File: src/rtl/serial_frame_tx.sv
// Bit-serial frame transmitter: 0x55 preamble, sync word, streamed payload bytes, zero tail.
// Advances one bit per bit_tick and enables the tick generator only while a frame is in flight.
module serial_frame_tx #(
    parameter int          PREAMBLE_BYTES = 4,
    parameter logic [15:0] SYNC_WORD      = 16'hF628,
    parameter int          LEN_W          = 16,
    parameter int          TAIL_BITS      = 8
) (
    input  logic             clk,
    input  logic             rst_n,
    input  logic             start,
    input  logic [LEN_W-1:0] frame_len,
    input  logic [7:0]       s_data,
    input  logic             s_valid,
    output logic             s_ready,
    input  logic             bit_tick,
    output logic             tick_en,
    output logic             tx_bit,
    output logic             tx_active,
    output logic             done,
    output logic             underrun
);

    localparam logic [7:0] PRE_BYTE  = 8'h55;
    localparam logic [7:0] PRE_LAST  = 8'(PREAMBLE_BYTES * 8 - 1);
    localparam logic [7:0] SYNC_LAST = 8'd15;
    localparam logic [7:0] BYTE_LAST = 8'd7;
    localparam logic [7:0] TAIL_LAST = 8'(TAIL_BITS - 1);

    typedef enum logic [2:0] {IDLE, PRE, SYNC, PAY, TAIL} state_t;

    state_t           r_state;
    logic [14:0]      r_sr;        // bits still to follow the one on the line
    logic [7:0]       r_bit_cnt;
    logic [LEN_W-1:0] r_len;
    logic [LEN_W-1:0] r_sent;
    logic [LEN_W-1:0] r_fetched;
    logic [7:0]       r_buf;
    logic             r_buf_full;
    logic             r_tx_bit;
    logic             r_tx_active;
    logic             r_tick_en;
    logic             r_done;
    logic             r_underrun;

    logic             w_s_ready;
    logic             w_accept;
    logic             w_load;
    logic             w_underrun_load;
    logic [7:0]       w_load_byte;

    assign w_s_ready = !r_buf_full && (r_fetched < r_len) && (r_state != IDLE);
    assign w_accept  = s_valid && w_s_ready;

    assign w_load = bit_tick &&
                    (((r_state == SYNC) && (r_bit_cnt == SYNC_LAST) && (r_len != '0)) ||
                     ((r_state == PAY)  && (r_bit_cnt == BYTE_LAST) && (r_sent != r_len)));
    assign w_underrun_load = w_load && !r_buf_full;
    assign w_load_byte     = r_buf_full ? r_buf : 8'h00;

    always_ff @(posedge clk or negedge rst_n) begin
        if (!rst_n) begin
            r_state     <= IDLE;
            r_sr        <= '0;
            r_bit_cnt   <= '0;
            r_len       <= '0;
            r_sent      <= '0;
            r_fetched   <= '0;
            r_buf       <= '0;
            r_buf_full  <= 1'b0;
            r_tx_bit    <= 1'b0;
            r_tx_active <= 1'b0;
            r_tick_en   <= 1'b0;
            r_done      <= 1'b0;
            r_underrun  <= 1'b0;
        end else begin
            r_done <= 1'b0;

            // A same-cycle accept refills the slot that a load is emptying.
            if (w_accept) begin
                r_buf      <= s_data;
                r_buf_full <= 1'b1;
            end else if (w_load) begin
                r_buf_full <= 1'b0;
            end

            // An underrun byte consumes one fetch slot; a concurrent accept covers the same slot.
            if (w_accept || w_underrun_load) begin
                r_fetched <= r_fetched + 1'b1;
            end

            case (r_state)
                IDLE: begin
                    // done still high means the previous frame closed on this very edge
                    if (start && !r_done) begin
                        r_state     <= PRE;
                        r_len       <= frame_len;
                        r_underrun  <= 1'b0;
                        r_tx_bit    <= PRE_BYTE[7];
                        r_sr        <= {PRE_BYTE[6:0], 8'h00};
                        r_tx_active <= 1'b1;
                        r_tick_en   <= 1'b1;
                        r_bit_cnt   <= '0;
                        r_sent      <= '0;
                        r_fetched   <= '0;
                        r_buf_full  <= 1'b0;
                    end
                end
                PRE: begin
                    if (bit_tick) begin
                        if (r_bit_cnt == PRE_LAST) begin
                            r_state   <= SYNC;
                            r_tx_bit  <= SYNC_WORD[15];
                            r_sr      <= SYNC_WORD[14:0];
                            r_bit_cnt <= '0;
                        end else begin
                            r_bit_cnt <= r_bit_cnt + 8'd1;
                            if (r_bit_cnt[2:0] == 3'd7) begin
                                r_tx_bit <= PRE_BYTE[7];
                                r_sr     <= {PRE_BYTE[6:0], 8'h00};
                            end else begin
                                r_tx_bit <= r_sr[14];
                                r_sr     <= {r_sr[13:0], 1'b0};
                            end
                        end
                    end
                end
                SYNC, PAY: begin
                    if (bit_tick) begin
                        if (w_load) begin
                            r_state    <= PAY;
                            r_tx_bit   <= w_load_byte[7];
                            r_sr       <= {w_load_byte[6:0], 8'h00};
                            r_bit_cnt  <= '0;
                            r_sent     <= r_sent + 1'b1;
                            if (!r_buf_full) begin
                                r_underrun <= 1'b1;
                            end
                        end else if (((r_state == SYNC) && (r_bit_cnt == SYNC_LAST)) ||
                                     ((r_state == PAY)  && (r_bit_cnt == BYTE_LAST))) begin
                            r_state   <= TAIL;
                            r_tx_bit  <= 1'b0;
                            r_sr      <= '0;
                            r_bit_cnt <= '0;
                        end else begin
                            r_tx_bit  <= r_sr[14];
                            r_sr      <= {r_sr[13:0], 1'b0};
                            r_bit_cnt <= r_bit_cnt + 8'd1;
                        end
                    end
                end
                TAIL: begin
                    if (bit_tick) begin
                        if (r_bit_cnt == TAIL_LAST) begin
                            r_state     <= IDLE;
                            r_tx_bit    <= 1'b0;
                            r_tx_active <= 1'b0;
                            r_tick_en   <= 1'b0;
                            r_done      <= 1'b1;
                            r_bit_cnt   <= '0;
                        end else begin
                            r_bit_cnt <= r_bit_cnt + 8'd1;
                        end
                    end
                end
                default: r_state <= IDLE;
            endcase
        end
    end

    assign s_ready   = w_s_ready;
    assign tick_en   = r_tick_en;
    assign tx_bit    = r_tx_bit;
    assign tx_active = r_tx_active;
    assign done      = r_done;
    assign underrun  = r_underrun;

endmodule
File: config.mk
export PLATFORM = sky130hd
export DESIGN_NAME = serial_frame_tx
export DESIGN_NICKNAME = d
export VERILOG_FILES = /design/src/rtl/serial_frame_tx.sv
export SDC_FILE = /design/constraint.sdc
export NUM_CORES = 1
export LEC_CHECK = 0
export CAP_MARGIN = 30
export CORE_MARGIN = 2
export CORE_UTILIZATION = 33
export CTS_BUF_LIST = sky130_fd_sc_hd__clkbuf_8
export CTS_CLUSTER_DIAMETER = 150
export DETAILED_ROUTE_END_ITERATION = 8
export GPL_ROUTABILITY_DRIVEN = 0
export PLACE_DENSITY = 0.56
export SLEW_MARGIN = 0
export SYNTH_ARGS = -nofsm -noshare
export SYNTH_HDL_FRONTEND = slang
export SYNTH_SLANG_ARGS = --single-unit
File: constraint.sdc
create_clock -name clk -period 4.7 [get_ports clk]
set_clock_uncertainty 0.15 [all_clocks]
set_input_delay 1.41 -clock clk [delete_from_list [all_inputs] [get_ports clk]]
set_output_delay 1.41 -clock clk [all_outputs]
set_load 0.01 [all_outputs]
==> flow_summary_export.csv <==
group,metric,value,unit
detailed_routing,drc,0,
grt,grt-ovfl-total,0,
sta,hold_slack,0.334,ns
clocking,cts_buffers,9,
yosys,ys_async_sr_fraction,1.00,
clocking,htreeDepth,3,
placed_design,placed_cells,725,
layout,mostFrequentLayoutCells,"nand2_1, dfrtp_1, nor2_1, clkdlybuf4s50_1, o21ai_0",
critical_path,worst-setup-path-type,"flop to primary output",
detailed_routing,routed_wl,11800,µm
layout,fill_cells,1439,
yosys,syn_area,4780,µm²
detailed_routing,num_vias,3866,
grt,grtUsageMet1,0.217,
sta,tightest_slew,0.954,ns
sta,rsz0062_at_grt,"no",
clocking,clkLatencyLatePin,0.37,ns
layout,utilization,0.392,
floorplan,die_x,124,µm
layout,antenna_cells,0,
clocking,clk_pin_slew,0.08,ns
detailed_routing,drtAntennaViolNets,0,
power,worst_ir_drop_vdd,151,µV
layout,final_cells,739,
clocking,clock_path_buffers,2,
yosys,ys.flop_type,"dfrtp_1",
placed_design,hpwl,8450,µm
yosys,ys_warn_count,0,
critical_path,required,3.14,ns
grt,grt_pass1_wl,19500,µm
layout,nets,604,
clocking,clock_sinks,84,
floorplan,die_h,124,µm
floorplan,initial_utilization,0.341,
sta,finalCriticalPeriod,4.11,ns
critical_path,start_kind,"flop",
sta,fmax,243,MHz
grt,grt_max_degree,59,
outcome,status,"finished clean",
clocking,ctsRootBufferMaster,"clkbuf_8",
critical_path,critical_path_arrival,2.55,ns
power,power.leakage,2.37,nW
sta,post-route-period-util,0.875,
layout,final_common_cell,"nand2_1",
grt,grt_util_met3,0.0223,
layout,area_growth,14.7,%
floorplan,core,14000,µm²
layout,drive_gt1_frac,0.0733,
clocking,cts_tree,"built",
critical_path,worst-path-max-fanout,3,
power,p_per_area,470,nW/µm²
yosys,seq_area_frac_synth,0.440,
clocking,cts_setup_buffers,0,
grt,grtUsageMet2,0.243,
detailed_routing,drt-initial-drc-count,181,
clocking,post_cts_resize_count,0,
sta,maxSlewHeadroom,0.362,
grt,antenna_found_initial,0,
run,maxCapViolCount,0,
floorplan,dieArea,15500,µm²
placed_design,preCtsSetupSlack,0.994,ns
floorplan,core.rowCount,43,
placed_design,port_buffers,34,
detailed_routing,wl_per_cell,15.9,µm
sta,setup_tns,0,ns
sta,setup_viol,0,
yosys,synthCells,529,
yosys,avgSynthCellArea,9.03,µm²
clocking,hold_buffers,0,
sta,layout_setup_ws,0.586,ns
sta,drv_slew,0,
grt,busiest_layer,"met2",
floorplan,pin_count,35,
worst_hold_path,hold_class,"flop to flop",
yosys,ys_ff_latch,84,
detailed_routing,firstDrtPassIters,4,
detailed_routing,viasPerCell,5.23,
yosys,synth_nets,577,
sta,timing.final.hold_violations,0,
grt,grt_pass1_vias,3772,
grt,gr-usage-all-layers,0.155,
yosys,synth_edf_count,0,
critical_path,cp-end-kind,"primary output",
yosys,yosysUniqueCellTypes,62,
==> logic make-up after synthesis <==
kind of cell / Yosys count / synth area share
compound gates: 111 / 0.148
simple gates: 226 / 0.238
buf+inv: 46 / 0.0409
xor+xnor: 29 / 0.0532
fa+ha+maj: 19 / 0.0498
mux: 14 / 0.0296
flops: 84 / 0.440
==> area by class of cell <==
| class | count | area (µm²) | area share |
|---|---|---|---|
| repair buffers | 39 | 375 | 0.0685 |
| clock buffers | 10 | 138 | 0.0251 |
| clock inverters | 4 | 67.6 | 0.0123 |
| inverters | 23 | 86.3 | 0.0158 |
| multi-input cells | 399 | 2480 | 0.454 |
| well taps | 180 | 225 | 0.0411 |
| flip-flops and latches | 84 | 2100 | 0.384 |
==> through the flow <==
| step | instance area (µm²) | total power [mW] |
|---|---|---|
| 2_1_floorplan | 4780 | 1.73 |
| 3_3_place_gp | 5270 | 2.00 |
| 3_5_place_dp | 5270 | 2.02 |
| 4_1_cts | 5480 | 2.59 |
| 5_1_grt | 5480 | 2.77 |
| 6_report | 5480 | 2.58 |
==> critical path, stage by stage (launching register included) <==
cell	delay (ns)
dfrtp_1	0.39
inv_1	0.07
ha_1	0.31
a21oi_1	0.15
o21ai_0	0.13
nor3_1	0.20
a211o_1	0.20
and4_1	0.19
clkdlybuf4s50_1	0.55
==> state kept, by name, indices dropped and copies added (netlist names), 3 cells and up <==
register and flops:
r_bit_cnt 8, r_sent 16, r_buf 8, r_sr 12
r_fetched 16, r_state 3, r_len 16
==> Yosys cell counts (9+ instances only) <==
| cell | n | area share |
|---|---|---|
| xor2_1 | 9 | 0.017 |
| inv_1 | 23 | 0.018 |
| clkbuf_1 | 14 | 0.011 |
| nand4_1 | 23 | 0.030 |
| mux2i_1 | 13 | 0.027 |
| xnor2_1 | 20 | 0.037 |
| nand3_1 | 14 | 0.015 |
| nand2b_1 | 10 | 0.013 |
| o21ai_1 | 11 | 0.012 |
| ha_1 | 19 | 0.050 |
| o21ai_0 | 30 | 0.031 |
| a21oi_1 | 29 | 0.030 |
| nand2_1 | 92 | 0.072 |
| nor2_1 | 38 | 0.030 |
| dfrtp_1 | 84 | 0.44 |
==> worst paths after layout <==
path                                            start  slack [ns]  cells past startpoint                endpoint
worst min-delay path             r_buf[4]$_DFFE_PN0P_        0.33                      2    r_buf[4]$_DFFE_PN0P_
min in group asynchronous                       rst_n        0.96                      1   r_sent[4]$_DFFE_PN0P_
max in group asynchronous                       rst_n        2.72                      2   r_len[13]$_DFFE_PN0P_
worst min register to register   r_buf[4]$_DFFE_PN0P_        0.33                      2    r_buf[4]$_DFFE_PN0P_
worst max-delay path             r_len[9]$_DFFE_PN0P_        0.59                      8                 s_ready
worst max register to register  r_len[13]$_DFFE_PN0P_        1.71                      9  r_fetched[6]$_DFF_PN0_
==> where the power goes <==
part	internal [mW]	total, mW	switching, mW
logic	0.357	0.902	0.545
registers	0.900	1.11	0.210
clock network	0.305	0.565	0.260
total	1.56	2.58	1.02
==> layer usage <==
layer | up-vias | share of wire
met4 | 0 | 0.018
li1 | 1910 | -
met5 | - | 0
met1 | 1874 | 0.48
met2 | 69 | 0.46
met3 | 13 | 0.038
Power figures use the tool's default switching activity.
